===== config.mk =====
export PLATFORM = sky130hd
export DESIGN_NAME = mem_arbiter
export DESIGN_NICKNAME = d
export VERILOG_FILES = /design/src/rtl/mem_arbiter.sv
export SDC_FILE = /design/constraint.sdc
export NUM_CORES = 1
export LEC_CHECK = 0
export BUFFER_PORTS_ARGS = -buffer_cell sky130_fd_sc_hd__buf_2
export CORE_MARGIN = 3
export CORE_UTILIZATION = 38
export DETAILED_ROUTE_END_ITERATION = 8
export PLACE_DENSITY = 0.66
export SLEW_MARGIN = 25
export SYNTH_ARGS = -nofsm -noshare
export SYNTH_HDL_FRONTEND = slang
export SYNTH_SLANG_ARGS = --single-unit

===== constraint.sdc =====
create_clock -name clk -period 4.1 [get_ports clk]
set_input_delay 0.615 -clock clk [delete_from_list [all_inputs] [get_ports clk]]
set_output_delay 0.615 -clock clk [all_outputs]
set_load 0.005 [all_outputs]

===== src/rtl/mem_arbiter.sv =====
// Arbitrates the I-cache (read-only) and D-cache (read/write) ports onto one block memory.
// Optional build macro MEM_ARB_WB_LOCK_EN keeps a D write-back and its refill back to back.
module mem_arbiter #(
  parameter int unsigned ADDR_W    = 6,
  parameter int unsigned DATA_W    = 32,
  parameter int unsigned PRIO_MODE = 0
) (
  input  logic              clk,
  input  logic              reset,
  input  logic              i_read,
  input  logic [ADDR_W-1:0] i_address,
  output logic [DATA_W-1:0] i_readdata,
  output logic              i_busywait,
  input  logic              d_read,
  input  logic              d_write,
  input  logic [ADDR_W-1:0] d_address,
  input  logic [DATA_W-1:0] d_writedata,
  output logic [DATA_W-1:0] d_readdata,
  output logic              d_busywait,
  output logic              mem_read,
  output logic              mem_write,
  output logic [ADDR_W-1:0] mem_address,
  output logic [DATA_W-1:0] mem_writedata,
  input  logic [DATA_W-1:0] mem_readdata,
  input  logic              mem_busywait
);

  typedef enum logic [1:0] {StIdle, StIssue, StWait, StDone} state_e;

  state_e state_q;
  logic   grant_d_q;  // current transaction belongs to the D port
  logic   adv_q;      // completing this grant moves the round-robin pointer
  logic   rr_d_q;     // D wins the next contested grant
  logic   i_done_q;
  logic   d_done_q;

  logic i_req;
  logic d_req;
  logic contested;
  logic pick_d;
  logic adv_sel;

`ifdef MEM_ARB_WB_LOCK_EN
  logic lock_q;  // previous transaction was a D write; refill may follow
`endif

  assign i_req     = i_read;
  assign d_req     = d_read | d_write;
  assign contested = i_req & d_req;

  assign i_busywait = i_req & ~i_done_q;
  assign d_busywait = d_req & ~d_done_q;

  always_comb begin
    pick_d  = 1'b0;
    adv_sel = contested;
    if (PRIO_MODE == 1) begin
      pick_d = d_req;
    end else begin
      pick_d = d_req & (~i_req | rr_d_q);
    end
`ifdef MEM_ARB_WB_LOCK_EN
    if (lock_q && d_read) begin
      pick_d = 1'b1;
    end
    // A write-back leaves the pointer alone so the refill can claim the turn.
    if (pick_d && d_write) begin
      adv_sel = 1'b0;
    end
`endif
  end

  always_ff @(posedge clk or negedge reset) begin
    if (!reset) begin
      state_q       <= StIdle;
      grant_d_q     <= 1'b0;
      adv_q         <= 1'b0;
      rr_d_q        <= 1'b0;
      i_done_q      <= 1'b0;
      d_done_q      <= 1'b0;
      mem_read      <= 1'b0;
      mem_write     <= 1'b0;
      mem_address   <= '0;
      mem_writedata <= '0;
      i_readdata    <= '0;
      d_readdata    <= '0;
`ifdef MEM_ARB_WB_LOCK_EN
      lock_q        <= 1'b0;
`endif
    end else begin
      unique case (state_q)
        StIdle: begin
`ifdef MEM_ARB_WB_LOCK_EN
          lock_q <= 1'b0;
`endif
          if (i_req || d_req) begin
            grant_d_q <= pick_d;
            adv_q     <= adv_sel;
            if (pick_d) begin
              // Simultaneous read and write is resolved as a write.
              mem_write   <= d_write;
              mem_read    <= ~d_write;
              mem_address <= d_address;
              if (d_write) begin
                mem_writedata <= d_writedata;
              end
            end else begin
              mem_read    <= 1'b1;
              mem_write   <= 1'b0;
              mem_address <= i_address;
            end
            state_q <= StIssue;
          end
        end
        StIssue: begin
          state_q <= StWait;
        end
        StWait: begin
          if (!mem_busywait) begin
            mem_read  <= 1'b0;
            mem_write <= 1'b0;
            if (mem_read) begin
              if (grant_d_q) begin
                d_readdata <= mem_readdata;
              end else begin
                i_readdata <= mem_readdata;
              end
            end
            if (grant_d_q) begin
              d_done_q <= 1'b1;
            end else begin
              i_done_q <= 1'b1;
            end
            if (adv_q) begin
              rr_d_q <= ~grant_d_q;
            end
`ifdef MEM_ARB_WB_LOCK_EN
            lock_q <= grant_d_q & mem_write;
`endif
            state_q <= StDone;
          end
        end
        StDone: begin
          i_done_q <= 1'b0;
          d_done_q <= 1'b0;
          state_q  <= StIdle;
        end
        default: begin
          state_q <= StIdle;
        end
      endcase
    end
  end

endmodule

Yosys cells after proc, flatten, opt, wreduce, memory -nomap -nowiden:

Cells that the tools add are included.

* equal/unequal tests: 7
* mux-type cells: 17
* bitwise logic cells: 12
* reduce and logical (&&, ||, !) cells: 13

Operator list (count)
* $reduce_and 3->1: 4
* $reduce_and 4->1: 3
* $mux 1: 9
* $ne 2x2->1 const B: 4
* $pmux 1 s2: 4
* $pmux 2 s4: 1
* $mux 6: 1
* $not 1->1: 6
* $and 1x1->1: 4
* $eq 2x2->1 const B: 2
* $mux 2: 2
* $reduce_and 2->1: 2
* $reduce_bool 2->1: 2
* $eq 2x1->1 const B: 1
* $logic_not 2->1: 1
* $or 1x1->1: 2
* $logic_or 1x1->1: 1

* register bits: 111
* input port bits: 82
* output and inout port bits: 106
* logic and storage cells: 61

Longest topological paths before layout:

* depth after elaboration: 6
* gate-level depth with buffers: 7

Least setup slack after synthesis:

No wires, ideal clock.

* path type: flip-flop to flip-flop
* start point: register state_q[0]
* end point: register i_readdata[0]
* setup time: 0.125 ns
* arrival time: 1.713 ns
* data required time: 3.975 ns
* slack: 2.262 ns
* cell stages (with the launch flop): 7
* path buffers: 1
* clock period less this slack: 1.838 ns
* cells stage by stage: dfrtp_1 > inv_1 > ha_1 > nand2_1 > nor3_1 > buf_2 > mux2_2

* word-level cells in the longest chain between the ends: 2

RTL lines
* start: declaration: RTL line 30 `state_e state_q;`
* start signal: assignment: RTL line 75 `state_q <= StIdle;`
* start signal: assignment: RTL line 112 `state_q <= StIssue;`
* start signal: assignment: RTL line 116 `state_q <= StWait;`
* $eq 2x2->1: RTL line 91 `unique case (state_q)`
* $reduce_and 4->1 (no line)
* end signal: assignment: RTL line 126 `i_readdata <= mem_readdata;`
* end: declaration: RTL line 12 `output logic [DATA_W-1:0] i_readdata,`

Every way passes these cells.
A chain may end at the register's enable or synchronous reset.

Worst setup path in the final report:

* start point: register state_q[0]
* end point: register d_readdata[0]

* word-level cells in the longest chain between the ends: 2

RTL lines
* $eq 2x2->1: RTL line 91
* $reduce_and 4->1 (no line)
* end signal: assignment: RTL line 124 `d_readdata <= mem_readdata;`
* end: declaration: RTL line 18 `output logic [DATA_W-1:0] d_readdata,`

Every way passes these cells.

==> results.yml <==
setup_path:
  r2r-end: "d_readdata[0]"
  crit_type: "reg2reg"
  regToRegSetupSlack_ns: 1.87
  end_kind: "register"
  depth_of_the_worst_register_to_register_path: 6
  worstPathRequired_ns: 4.31
  crit_arrival_ns: 2.45
  critical_path.startpoint_type: "register"
  crit-reg2reg-launch: "state_q[0]"
  worst-path-max-fanout: 24
clocking:
  hold_buffers: 0
  cts_max_level: 3
  cts-buffers-inserted: 9
  cts.path.max_buffers: 2
  worstSkewPairLatency_ns: 0.34
  post_cts_resize_count: 0
  cts-root-buf: "sky130_fd_sc_hd__clkbuf_16"
  tritoncts: "done"
  cts_num_sinks: 111
  cts.repair_timing.setup_buffer_count: 0
  clk_pin_slew_ns: 0.07
synthesis:
  cell_types_with_the_largest_area_share_after_synthesis: "sky130_fd_sc_hd__dfrtp_1, sky130_fd_sc_hd__mux2_2, sky130_fd_sc_hd__ha_1, sky130_fd_sc_hd__nand3_1, sky130_fd_sc_hd__o21ai_0"
  synthCells: 291
  synth_area_um2: 4380
  synth-async-reset-ratio_pct: 100
  synth_top_area_share_pct: 63.4
  post_synth_num_cell_types: 29
  yosysMostFrequentCell: "sky130_fd_sc_hd__dfrtp_1"
  synth-edff-count: 0
  yosysSeqAreaShare_pct: 63.4
  postSynthNetCount: 378
  synth_top_area_cell: "sky130_fd_sc_hd__dfrtp_1"
  post_synth.cell_area_avg_um2: 15.1
  synthTopCellsByCount: "sky130_fd_sc_hd__dfrtp_1, sky130_fd_sc_hd__mux2_2, sky130_fd_sc_hd__nor2_1"
  yosys_register_bits: 111
  synth.yosys.warnings: 0
  top_reg_cell_synth: "sky130_fd_sc_hd__dfrtp_1"
route:
  drt-pass1-iter-count: 4
  drtAntennaViolNets: 0
  drt-initial-drc-count: 204
  wl_per_cell_um: 15.8
  vias_per_cell: 4.83
  wirelength_um: 9820
  via_count: 3010
  number_of_remaining_drc_errors: 0
global_route:
  grt_max_degree: 83
  globalRouteTotalUtil_pct: 15.8
  number_of_antenna_violations_at_the_first_check_in_global_routing: 0
  vias_in_the_first_global_route: 3151
  grt.overflow.total: 0
  first_pass_grt_wire_length_um: 16000
pwr:
  vdd.ir_drop.worst_mv: 0.362
  post-layout-total-power_mw: 4.23
  cellPowerDensity_nw_per_um2: 739
  power.leakage_nw: 2.87
sta:
  unrepaired_setup_endpoints_after_global_routing: "false"
  slew_headroom_pct: 51.3
  worst-slew-pin-transition_ns: 0.731
  fin_skew_ns: 0.00969
  final-hold-violation-count: 0
  maxClockFrequency_ghz: 0.448
  tns_ns: 0
  final-setup-viol-count: 0
  period_minus_slack_ns: 2.23
  timing_max_transition_violations_final: 0
  post-route-period-util_pct: 54.4
layout:
  area_growth_from_synthesis_to_layout_pct: 30.5
  post_route_cells_drive_above_1_share_pct: 62.7
  nNetsFinal: 569
  fillers: 1005
  register_area_um2: 2780
  num_antenna_cells: 0
  area_taken_by_multi_input_logic_gates_um2: 1510
placement:
  gpl.final_weighted_congestion: 0.751
  dp_hpwl_um: 7430
  port-buffer-count: 187
die:
  floorplan.die_area_um2: 12900
  chipHeight_um: 113
  core_region_area_um2: 11100
  pin_count: 188
  placement_rows: 38
  floorplan.die.width_um: 113
  initial_core_util_pct: 39.6
hold_path:
  hold_crit_path_type: "in2async"
job:
  maxCapViolations: 0
status:
  result_of_the_run: "finished clean"
-- kinds of logic (layout without fill, tap and decap cells) --
kind of cell,count (synthesis),count (layout),share of synthesized area (%)
DFF,111,111,63.4
AOI/OAI and AO/OA,24,24,3.40
buffers and inverters,18,210,2.28
muxes,101,101,26.0
and+or+nand+nor,32,32,3.51
adders and majority gates,5,5,1.43
-- sequential cells by signal, summed over array words and instances (netlist names) --
signal,flops
adv_q,1
d_done_q,1
d_readdata,32
grant_d_q,1
i_done_q,1
i_readdata,32
mem_address,6
mem_read,1
mem_write,1
mem_writedata,32
rr_d_q,1
state_q,2
-- metal layers --
metal  vias to the layer above  wire length, µm  global-route usage [%]
met3                        17              591                    3.40
met5                         -                0                       0
met4                         0              222                    6.73
li1                       1403                -                       -
met1                      1477             4110                    20.2
met2                       113             4900                    26.3
-- power breakdown --
group	leakage (nW)	switching [mW]	total (mW)	internal, mW
clock	0.123	0.357	0.773	0.417
sequential	1.34	0.260	1.90	1.64
combinational	1.41	0.653	1.55	0.899
total	2.87	1.27	4.23	2.96
-- worst max-delay path: stages (launching register included) --
cell	delay [ns]
sky130_fd_sc_hd__dfrtp_1	0.38
sky130_fd_sc_hd__inv_1	0.15
sky130_fd_sc_hd__ha_1	0.25
sky130_fd_sc_hd__nand2_1	0.11
sky130_fd_sc_hd__or3_1	0.55
sky130_fd_sc_hd__buf_4	0.35
sky130_fd_sc_hd__mux2_2	0.31
-- layout by cell type (no fill, tap or decap), types with 2 or more instances in the layout --
master,instances
sky130_fd_sc_hd__dfrtp_1,111
sky130_fd_sc_hd__o21ai_0,9
sky130_fd_sc_hd__a21oi_1,2
sky130_fd_sc_hd__a31oi_1,6
sky130_fd_sc_hd__inv_1,5
sky130_fd_sc_hd__mux2_4,2
sky130_fd_sc_hd__buf_2,186
sky130_fd_sc_hd__o2bb2ai_1,3
sky130_fd_sc_hd__mux2_2,95
sky130_fd_sc_hd__buf_4,6
sky130_fd_sc_hd__nand3_1,9
sky130_fd_sc_hd__nand2_1,5
sky130_fd_sc_hd__ha_1,5
sky130_fd_sc_hd__nor2b_1,2
sky130_fd_sc_hd__nor2_1,10
sky130_fd_sc_hd__clkbuf_16,9
sky130_fd_sc_hd__mux2i_1,3
-- metrics by stage --
step                      cell area (µm²)  worst slack, ns  hold slack (ns)  cells  utilization, %
final                                5720             1.87            0.312    623            51.6
after global routing                 5720             1.73            0.366    623            51.6
after floorplan                      4380             2.26            0.319    291               -
after global placement               5470             1.95            0.477    611            49.3
after detailed placement             5470             1.89            0.479    611            49.3
after CTS                            5720             1.87            0.479    623            51.6
-- area by class of cell --
class / count / share of cell area [%]
timing repair buffer: 193 / 17.3
multi-input combinational: 162 / 26.4
inverter: 5 / 0.328
clock buffer: 11 / 4.24
clock inverter: 1 / 0.153
sequential: 111 / 48.5
tap: 140 / 3.06
-- worst max-delay path by stage --
stage,from,end,slack [ns],cells past startpoint
finish,state_q[0],d_readdata[0],1.87,6
global route,state_q[0],d_readdata[0],1.73,6
CTS,state_q[0],d_readdata[0],1.87,6
detailed placement,state_q[0],d_readdata[0],1.89,6
global placement,state_q[0],d_readdata[17],1.95,6
floorplan,state_q[0],i_readdata[0],2.26,6
Power figures use the tool's default switching activity.
